[src/rtl/uart_word_bridge.sv]
// Purpose: packs UART RX bytes into little-endian words and serialises TX words into UART bytes.
// Latency: RX word valid 1 clk after the last byte tick; TX first start 1 clk after accept, next start 1 clk after each done tick.
// Backpressure: none on RX (o_word must be taken on o_word_valid); TX requests arriving while o_tx_busy is high are dropped, not queued.
//
// Ports:
//   i_clock, i_reset        rising-edge clock, asynchronous active-low reset
//   i_rx_data/_done_tick    byte stream from the UART receiver
//   o_word/_valid           last completed RX word and its one-cycle update strobe
//   o_rx_timeout            one-cycle strobe when a partial RX word is discarded
//   i_tx_word/_valid        word to send and its request strobe
//   o_tx_busy               high from the start pulse of the first byte until the word is finished
//   o_tx_data/_start        byte and one-cycle start pulse to the UART transmitter
//   i_tx_done_tick          UART transmitter finished the current byte
//   o_tx_word_done          one-cycle strobe after the last byte of a word
module uart_word_bridge #(
  parameter int NB_DATA        = 8,
  parameter int NB_WORD        = 32,
  parameter int TIMEOUT_CYCLES = 1000000
) (
  input  logic               i_clock,
  input  logic               i_reset,
  input  logic [NB_DATA-1:0] i_rx_data,
  input  logic               i_rx_done_tick,
  output logic [NB_WORD-1:0] o_word,
  output logic               o_word_valid,
  output logic               o_rx_timeout,
  input  logic [NB_WORD-1:0] i_tx_word,
  input  logic               i_tx_word_valid,
  output logic               o_tx_busy,
  output logic [NB_DATA-1:0] o_tx_data,
  output logic               o_tx_start,
  input  logic               i_tx_done_tick,
  output logic               o_tx_word_done
);

  localparam int N_BYTES = NB_WORD / NB_DATA;
  localparam int CNT_W   = (N_BYTES > 1) ? $clog2(N_BYTES) : 1;
  localparam int TO_W    = (TIMEOUT_CYCLES > 1) ? $clog2(TIMEOUT_CYCLES) : 1;
  localparam bit TO_EN   = (TIMEOUT_CYCLES > 0);

  localparam logic [CNT_W-1:0] CNT_LAST = CNT_W'(N_BYTES - 1);
  // The counter expires on the edge where it would reach TIMEOUT_CYCLES,
  // so the strobe appears exactly TIMEOUT_CYCLES clocks after the last byte.
  localparam logic [TO_W-1:0]  TO_LAST  = TO_EN ? TO_W'(TIMEOUT_CYCLES - 1) : '0;

  // ---------------------------------------------------------------- RX packer
  logic [CNT_W-1:0]   rx_cnt;
  logic [NB_WORD-1:0] rx_buf;
  logic [NB_WORD-1:0] rx_assembled;
  logic [TO_W-1:0]    to_cnt;
  logic               rx_last;
  logic               to_expire;

  // Current partial word with the incoming byte dropped into its slot.
  always_comb begin
    rx_assembled = rx_buf;
    rx_assembled[rx_cnt*NB_DATA +: NB_DATA] = i_rx_data;
  end

  assign rx_last   = (rx_cnt == CNT_LAST);
  assign to_expire = TO_EN && (rx_cnt != '0) && (to_cnt == TO_LAST);

  always_ff @(posedge i_clock or negedge i_reset) begin
    if (!i_reset) begin
      rx_cnt       <= '0;
      rx_buf       <= '0;
      to_cnt       <= '0;
      o_word       <= '0;
      o_word_valid <= 1'b0;
      o_rx_timeout <= 1'b0;
    end else begin
      o_word_valid <= 1'b0;
      o_rx_timeout <= 1'b0;
      // A byte tick takes priority over a coinciding timeout expiry.
      if (i_rx_done_tick) begin
        to_cnt <= '0;
        if (rx_last) begin
          rx_cnt       <= '0;
          o_word       <= rx_assembled;
          o_word_valid <= 1'b1;
        end else begin
          rx_cnt <= rx_cnt + 1'b1;
          rx_buf <= rx_assembled;
        end
      end else if (to_expire) begin
        rx_cnt       <= '0;
        to_cnt       <= '0;
        o_rx_timeout <= 1'b1;
      end else if (TO_EN && (rx_cnt != '0)) begin
        to_cnt <= to_cnt + 1'b1;
      end
    end
  end

  // -------------------------------------------------------------- TX serialiser
  typedef enum logic [1:0] {IDLE, SEND, WAIT} tx_state_t;

  tx_state_t          state, state_nxt;
  logic [NB_WORD-1:0] tx_shift, tx_shift_nxt, tx_shifted;
  logic [CNT_W-1:0]   tx_idx, tx_idx_nxt;
  logic [NB_DATA-1:0] tx_data_nxt;
  logic               tx_start_nxt;
  logic               tx_done_nxt;

  assign tx_shifted = tx_shift >> NB_DATA;
  // Busy is taken from the state register so it stays glitch-free and is
  // cleanly zero in reset; it rises together with the first start pulse.
  assign o_tx_busy  = (state != IDLE);

  always_ff @(posedge i_clock or negedge i_reset) begin
    if (!i_reset) begin
      state          <= IDLE;
      tx_shift       <= '0;
      tx_idx         <= '0;
      o_tx_data      <= '0;
      o_tx_start     <= 1'b0;
      o_tx_word_done <= 1'b0;
    end else begin
      state          <= state_nxt;
      tx_shift       <= tx_shift_nxt;
      tx_idx         <= tx_idx_nxt;
      o_tx_data      <= tx_data_nxt;
      o_tx_start     <= tx_start_nxt;
      o_tx_word_done <= tx_done_nxt;
    end
  end

  always_comb begin
    state_nxt    = state;
    tx_shift_nxt = tx_shift;
    tx_idx_nxt   = tx_idx;
    tx_data_nxt  = o_tx_data;
    tx_start_nxt = 1'b0;
    tx_done_nxt  = 1'b0;
    unique case (state)
      IDLE: begin
        if (i_tx_word_valid) begin
          tx_shift_nxt = i_tx_word;
          tx_idx_nxt   = '0;
          tx_data_nxt  = i_tx_word[NB_DATA-1:0];
          tx_start_nxt = 1'b1;
          state_nxt    = SEND;
        end
      end
      SEND: begin
        state_nxt = WAIT;
      end
      WAIT: begin
        if (i_tx_done_tick) begin
          if (tx_idx == CNT_LAST) begin
            tx_done_nxt = 1'b1;
            state_nxt   = IDLE;
          end else begin
            tx_shift_nxt = tx_shifted;
            tx_idx_nxt   = tx_idx + 1'b1;
            tx_data_nxt  = tx_shifted[NB_DATA-1:0];
            tx_start_nxt = 1'b1;
            state_nxt    = SEND;
          end
        end
      end
      default: begin
        state_nxt = IDLE;
      end
    endcase
  end

endmodule

[config.mk]
export PLATFORM = sky130hd
export DESIGN_NAME = uart_word_bridge
export DESIGN_NICKNAME = d
export VERILOG_FILES = /design/src/rtl/uart_word_bridge.sv
export SDC_FILE = /design/constraint.sdc
export NUM_CORES = 1
export LEC_CHECK = 0
export BUFFER_PORTS_ARGS = -buffer_cell sky130_fd_sc_hd__buf_2
export CORE_ASPECT_RATIO = 1.5
export CORE_MARGIN = 2
export CORE_UTILIZATION = 35
export DETAILED_ROUTE_END_ITERATION = 8
export PLACE_DENSITY = 0.59
export SYNTH_ARGS = -nofsm -noshare
export SYNTH_HDL_FRONTEND = slang
export SYNTH_SLANG_ARGS = --single-unit
[constraint.sdc]
create_clock -name i_clock -period 2.3 [get_ports i_clock]
set_clock_uncertainty 0.1 [all_clocks]
set_input_delay 0.345 -clock i_clock [delete_from_list [all_inputs] [get_ports i_clock]]
set_output_delay 0.345 -clock i_clock [all_outputs]
set_load 0.03 [all_outputs]
**Yosys cells after proc, flatten, opt, wreduce, memory -nomap -nowiden**

Cells that the tools add are included.

- Bits in latches: 0
- Logic and storage cells: 72
- Register bits after elaboration: 134
- Bits of input ports: 45
- Bits in writable memories: 0
- Output and inout port bits: 45
- Memories: 0
- Bits in read-only memories: 0

- Add/subtract/negate cells: 4
- Reduce and logical (&&, ||, !) cells: 11
- Equal/unequal tests: 8
- Divide/modulo/power cells: 0
- Order comparisons: 0
- Mux-type cells: 34
- Bitwise logic cells: 1
- Shifts and indexed selects: 2
- Multipliers: 0

Operators with widths:

| kind | count |
|---|---|
| 2-to-1 mux 32 bit | 3 |
| one-hot mux 32 bit (2 select lines) | 1 |
| 2-to-1 mux 20 bit | 3 |
| negator 5 -> 34 bit | 1 |
| variable shift 8 x 34 -> 32 bit (first input constant) | 1 |
| variable part select 8 x 34 -> 32 bit | 1 |
| bitwise mux 32 bit | 1 |
| 2-to-1 mux 8 bit | 3 |
| adder 20 x 1 -> 20 bit (second input constant) | 1 |
| equality test 20 bit (second input constant) | 1 |
| 2-to-1 mux 2 bit | 8 |
| one-hot mux 8 bit (2 select lines) | 1 |
| 2-to-1 mux 1 bit | 11 |
| nonzero test 2 bit | 4 |
| equality test 2 bit (second input constant) | 3 |
| != test 2 bit (second input constant) | 3 |
| one-hot mux 2 bit (3 select lines) | 1 |
| AND reduction 2 bit | 3 |
| adder 2 x 1 -> 2 bit (second input constant) | 2 |
| one-hot mux 2 bit (2 select lines) | 1 |
| AND reduction 4 bit | 1 |
| nonzero test 3 bit | 1 |
| equality test 2 x 1 -> 1 bit (second input constant) | 1 |
| logical NOT 2 bit | 1 |
| other kinds (3) | 3 |

**Logic depth before layout (Yosys ltp)**

Gate-level depths: netlist of run 1.

- Depth after elaboration: 4
- Depth in mapped cells: 8
- Gate-level depth less buffers: 6

**Worst setup path before layout of run 1**

Ideal clock, no wire load.

- Kind: register to register
- From: reg rx_cnt[0]
- To: reg to_cnt[19]
- Period minus slack after synthesis: 2.358 ns
- Data arrival time: 2.180 ns
- Setup slack: -0.058 ns
- Stages on the path, launching flop included: 9
- Buffers on the path: 2
- Required time: 2.122 ns
- Setup time: 0.078 ns
- Cell sequence: dfrtp_1 > inv_2 > ha_1 > buf_4 > nand4b_4 > or4_1 > buf_2 > or4_1 > a21oi_1

- Longest elaborated chain between the ends: 4
- Elaborated cells between the ends (all ways): 5
- Classes of those cells: mux (2); reduce/logical (3)

Ends and longest elaborated chain:

| item | line | text |
|---|---|---|
| start, declared | 47 | `logic [CNT_W-1:0] rx_cnt;` |
| start signal, assigned | 82 | `rx_cnt <= rx_cnt + 1'b1;` |
| nonzero test 2 bit (*) | 61, 89 |  |
| logical AND 1 bit | 61 | `assign to_expire = TO_EN && (rx_cnt != '0) && (to_cnt == TO_LAST);` |
| 2-to-1 mux 20 bit | 85 | `end else if (to_expire) begin` |
| 2-to-1 mux 20 bit | 75 | `if (i_rx_done_tick) begin` |
| end signal, assigned | 90 | `to_cnt <= to_cnt + 1'b1;` |
| end, declared | 50 | `logic [TO_W-1:0] to_cnt;` |

Every way passes the cells marked *; elsewhere a longest branch is shown, timed or not.
A chain may end at the register's enable or synchronous reset.

**Final worst setup path of run 1**

- From: reg rx_cnt[0]
- To: reg to_cnt[18]

The elaborated chain is that of the path after synthesis.

==> results of run 1 <==
==> synthesized netlist by cell type, types with 6 or more instances <==
cell type | count | area (µm²)
mux2i_1 | 26 | 260
dfrtp_1 | 126 | 3150
ha_1 | 8 | 100
nand2_1 | 37 | 139
buf_4 | 9 | 67.6
clkbuf_1 | 15 | 56.3
nor2_1 | 51 | 191
inv_1 | 9 | 33.8
o21ai_0 | 29 | 145
a22o_1 | 40 | 350
nor2b_1 | 35 | 219
xnor2_1 | 8 | 70.1
clkbuf_2 | 8 | 40.0
or3_1 | 6 | 37.5
a21oi_1 | 71 | 355
==> worst max-delay path by stage <==
stage / slack [ps] / to
floorplan: 50 / to_cnt[19]
global placement: 180 / to_cnt[18]
detailed placement: 100 / to_cnt[18]
CTS: 80 / to_cnt[18]
global route: 3 / to_cnt[18]
finish: 130 / to_cnt[18]
==> cell usage in the layout (no fill, tap or decap), types with 2 or more instances in the layout <==
master      netlist  layout
a21oi_1          71      71
a22o_1           40      40
and2_1            4       3
buf_12            0       3
buf_2             5      88
buf_4             9      20
bufinv_16         0       2
clkbuf_1         15       4
clkbuf_16         0      17
clkbuf_8          0       2
clkinv_2          0       2
clkinvlp_4        0       3
dfrtp_1         126     125
ha_1              8       8
inv_1             9       9
mux2_2            3       3
mux2i_1          26      26
nand2_1          37      37
nand3_1           5       5
nand4_1           2       2
nor2_1           51      51
nor2b_1          35      34
nor3_1            2       2
nor4_1            5       5
nor4bb_1          2       2
o21ai_0          29      29
o31ai_1           3       3
or3_1             6       6
or4_1             5       3
or4_4             0       2
xnor2_1           8       8
xor2_1            4       4
==> power groups by stage <==
stage	registers [µW]	clock network, µW	logic (µW)
after global routing	3460	2800	3310
after global placement	3370	0	2970
final	3370	2610	3000
after detailed placement	3400	0	3040
after floorplan	3940	0	1640
after CTS	3370	2690	3060
==> cell families (layout without fill, tap and decap cells) <==
| kind of cell | after synthesis | count (layout) | share of synthesized area [%] |
|---|---|---|---|
| buf+inv | 51 | 154 | 4.26 |
| compound gates | 145 | 145 | 15.7 |
| other cells | 0 | 1 | 0 |
| mux | 29 | 29 | 5.18 |
| xor+xnor | 12 | 12 | 1.85 |
| simple gates | 167 | 167 | 15.6 |
| flops | 126 | 126 | 55.6 |
| fa+ha+maj | 8 | 8 | 1.76 |
==> per-stage QoR <==
stage / total power (µW) / cells
after global routing: 9570 / 848
after CTS: 9120 / 847
after global placement: 6340 / 814
after detailed placement: 6440 / 814
final: 8990 / 848
after floorplan: 5570 / 538
==> routing by layer <==
metal / vias up / share of wire, % / GRT usage, % / wire length (µm)
met3: 18 / 3.4 / 3.71 / 436
met5: - / 0 / 0 / 0
met2: 92 / 52 / 28.6 / 6750
met1: 2103 / 43 / 19.1 / 5530
met4: 0 / 2.1 / 5.54 / 268
li1: 2055 / - / - / -
==> sequential cells by signal (all words and copies together), names as in the netlist <==
| register | count |
|---|---|
| o_rx_timeout | 1 |
| o_tx_data | 7 |
| o_tx_start | 1 |
| o_tx_word_done | 1 |
| o_word | 32 |
| o_word_valid | 1 |
| rx_buf | 32 |
| rx_cnt | 2 |
| state | 2 |
| to_cnt | 20 |
| tx_idx | 2 |
| tx_shift | 25 |
==> critical path: cells and delay by family (launching register included) <==
kind	cells	cell delay [ps]
buffers and inverters	1	60
DFF	1	360
and+or+nand+nor	3	1150
adders and majority gates	1	250
AOI/OAI and AO/OA	1	170
==> layout make-up <==
class / instances / area [µm²] / area share (%)
timing repair buffer: 112 / 661 / 9.47
clock inverter: 9 / 110 / 1.58
sequential: 126 / 3150 / 45.2
tap: 206 / 258 / 3.69
multi-input combinational: 361 / 2290 / 32.8
inverter: 10 / 37.5 / 0.538
antenna: 1 / 2.50 / 0.0359
clock buffer: 23 / 468 / 6.70
==> timing repair <==
action | in CTS | in global routing
hold buffers | 1 | 0
hold endpoints to repair | 37 | 0
setup endpoints to repair | 0 | 2
gates resized for setup | 0 | 2
==> results_dict.tcl, run 1 <==
set metrics [dict create \
    grt_util_all_layers_pct 16.2 \
    drt_iter0_markers 173 \
    core_um2 16000 \
    power_density_nw_per_um2 1290 \
    row_count 57 \
    io_pins 90 \
    antenna_found_initial 1 \
    worstReg2RegEnd "to_cnt[18]" \
    hp-class "primary input to register" \
    fmax_mhz 460 \
    grt_max_degree 66 \
    crit_type "register to register" \
    crit_path_end_kind "register" \
    place_hpwl_um 9210 \
    grt_pass1_vias 4519 \
    hold_depth 2 \
    setup_tns_ps 0 \
    hp-start "i_tx_word[31]" \
    cap_viol_max_count 0 \
    syn_to_final_growth_pct 23.1 \
    finalHoldViolations 0 \
    startpoint_type "register" \
    reg2reg_depth 6 \
    routabilityCongestion 0.841 \
    pre_cts_ws_ps 95.3 \
    viasPerCell 5.03 \
    ys_seq_area_share_pct 55.6 \
    p_int_uw 5740 \
    ant_nets 0 \
    cp_slowest_stage_delay_ps 540 \
    fin_util_pct 43.5 \
    p_sw_share_pct 36.1 \
    fin_nets 681 \
    fin_ws_ps 127 \
    slew-limit-headroom_pct 28.7 \
    cts_buffers 17 \
    portBuffers 89 \
    power_frac_comb_pct 33.4 \
    critPathLaunch "rx_cnt[0]" \
    synth.avg_cell_area_um2 10.5 \
    die_area_um2 17300 \
    setup_viol 0 \
    stdcell_area_um2 6980 \
    first_pass_iters 4 \
    root_buffer "clkbuf_16" \
    pwr-share-seq_pct 37.5 \
    clockBufferDepth 2 \
    timing.hold.ws_ps 58.5 \
    drive_above_1_share_pct 24.0 \
    worstHoldEndpoint "tx_shift[31]" \
    outcome "complete, no violations" \
    tightest_slew_ps 1070 \
    fin_crit_sh_pct 94.5 \
    synth_cell_type_count 43 \
    cts.sinks 126 \
    fillers 1568 \
    synth-edff-count 0 \
    crit_fanout 7 \
    via_count 4268 \
    crit_chain "inv_2, ha_1, nand3b_4, or4_4, or4_1, a21oi_1" \
    p_switching_uw 3240 \
    htreeDepth 4 \
    drv_slew 0 \
    cp_data_required_time_ps 2520 \
    drc_errors 0 \
    synth_ff_type "dfrtp_1" \
    start_util_pct 35.3 \
    p_leak_uw 0.00329 \
    ys_ff_latch 126 \
    rrSetupSlack_ps 130 \
    wl_per_cell_um 15.3 \
    cts_tree "built" \
    irDropWorstVdd_mv 0.644 \
    fin_crit_ps 2170 \
    cp_data_arrival_time_ps 2390 \
    die_w_um 108 \
    place_area_um2 6380 \
    rsz0062_at_grt "no" \
    cts.reportedPaths.clkPinSlew_ps 60 \
    die_height_um 160 \
    synthesis.area_um2 5670 \
    cp_slowest_cell "or4_4" \
    r2r-start "rx_cnt[0]" \
    yosysWarnings 0 \
    clkPwrFrac_pct 29.1 \
    clock_latency_ps 410 \
    async_flop_share_pct 100 \
    synth.net_count 591 \
    cts_setup_buffers 0 \
    grt_pass1_wl_um 22200 \
    synth_cells 538 \
    wl_um 13000 \
    grt-ovfl-total 0 \
]
Note: power is estimated with default switching activity, not from simulation.
==> inputs of run 2 (changes only) <==
--- a/config.mk
+++ b/config.mk
@@ -11,6 +11,7 @@
 export CORE_UTILIZATION = 35
 export DETAILED_ROUTE_END_ITERATION = 8
 export PLACE_DENSITY = 0.59
+export RECOVER_POWER = 100
 export SYNTH_ARGS = -nofsm -noshare
 export SYNTH_HDL_FRONTEND = slang
 export SYNTH_SLANG_ARGS = --single-unit
==> run 2 against run 1 <==
Via count up 0.19%; largest cell class unchanged; highest routed layer unchanged; setup slack worse by 2.5 ps; final cell count unchanged.
==> results_dict.tcl, run 2 (synthesis results as in run 1) <==
set metrics [dict create \
    cts_buffers 17 \
    row_count 57 \
    io_pins 90 \
    cap_viol_max_count 0 \
    cts.sinks 126 \
    p_leak_uw 0.00313 \
    crit_path_end_kind "register" \
    routabilityCongestion 0.841 \
    rrSetupSlack_ps 120 \
    ant_nets 0 \
    top_regs "o_word (32), rx_buf (32), tx_shift (25)" \
    htreeDepth 4 \
    finalHoldViolations 0 \
    syn_to_final_growth_pct 21.1 \
    place_area_um2 6380 \
    grt_pass1_wl_um 22200 \
    antenna_found_initial 1 \
    timing.hold.ws_ps 58.8 \
    die_w_um 108 \
    clockBufferDepth 2 \
    fin_crit_sh_pct 94.6 \
    root_buffer "clkbuf_16" \
    die_area_um2 17300 \
    cp_data_arrival_time_ps 2390 \
    grt_max_degree 66 \
    place_hpwl_um 9210 \
    cts_setup_buffers 0 \
    fin_crit_ps 2180 \
    hp-class "primary input to register" \
    drc_errors 0 \
    crit_type "register to register" \
    drive_above_1_share_pct 16.1 \
    outcome "complete, no violations" \
    wl_per_cell_um 15.3 \
    cts.reportedPaths.clkPinSlew_ps 60 \
    fin_nets 681 \
    drt_iter0_markers 138 \
    power_density_nw_per_um2 1290 \
    cts_tree "built" \
    setup_viol 0 \
    first_pass_iters 5 \
    grt-ovfl-total 0 \
    slew-limit-headroom_pct 28.9 \
    cp_data_required_time_ps 2520 \
    final_cell_mix "dfrtp_1 (125), a21oi_1 (71), clkbuf_1 (53)" \
    grt_pass1_vias 4519 \
    clock_latency_ps 400 \
    start_util_pct 35.3 \
    totalPowerFinal_uw 8850 \
    stdcell_area_um2 6870 \
    tightest_slew_ps 1070 \
    core_um2 16000 \
    setup_tns_ps 0 \
    layout_commonest_cell "dfrtp_1" \
    irDropWorstVdd_mv 0.623 \
    rsz0062_at_grt "no" \
    die_height_um 160 \
    grt_util_all_layers_pct 16.2 \
    fmax_mhz 460 \
    via_count 4276 \
    startpoint_type "register" \
    fin_util_pct 42.8 \
    drv_slew 0 \
    viasPerCell 5.04 \
    portBuffers 89 \
    crit_fanout 7 \
    wl_um 13000 \
]
-- run 2: changes by cell type in the layout (fill, tap and decap cells not counted), sizes merged --
cell    before  now
buf        111   58
clkbuf      23   76
-- run 2: repair_timing --
action | 4_1_cts | 5_1_grt
endpoints found under the hold margin | 37 | 0
setup endpoints to repair | 0 | 2
hold buffers | 1 | 0
resized for setup | 0 | 2
-- run 2: critical path, cell delays in order (launching register included) --
cell      delay (ps)
dfrtp_1          350
inv_1             80
ha_1             240
nand3b_4         210
or4_4            540
or4_1            410
a21oi_1          170
-- run 2: power breakdown --
group | switching [µW] | leakage, µW | internal [µW]
clock | 955 | 0.000274 | 1650
sequential | 412 | 0.00162 | 2970
combinational | 1880 | 0.00123 | 989
-- run 2: layout make-up --
type,count,area [µm²]
clock buffers,23,468
multi-input cells,361,2280
flip-flops and latches,126,3150
inverters,10,37.5
clock inverters,9,110
diodes,1,2.50
fillers,1595,9180
well taps,206,258
repair buffers,112,557
-- run 2: path summary, 6_finish.rpt --
path / cells past startpoint / startpoint / endpoint
worst max-delay path: 6 / rx_cnt[1] / to_cnt[18]
worst min-delay path: 2 / i_tx_word[31] / tx_shift[31]
worst max register to register: 6 / rx_cnt[1] / to_cnt[18]
worst min register to register: 2 / tx_shift[8] / tx_shift[8]
max in group asynchronous: 3 / i_reset / rx_cnt[0]
min in group asynchronous: 2 / i_reset / o_word[11]
-- run 2: layer usage --
layer	global-route usage, %	vias to the layer above	wire length (µm)
li1	-	2054	-
met1	19.1	2110	5450
met2	28.6	96	6800
met3	3.71	16	465
met4	5.54	0	245
met5	0	-	0
-- run 2: metrics by stage --
step	setup slack [ps]	cells
floorplan	51.2	538
finish	124	848
CTS	81.2	847
global route	4.42	848
detailed placement	95.3	814
global placement	185	814
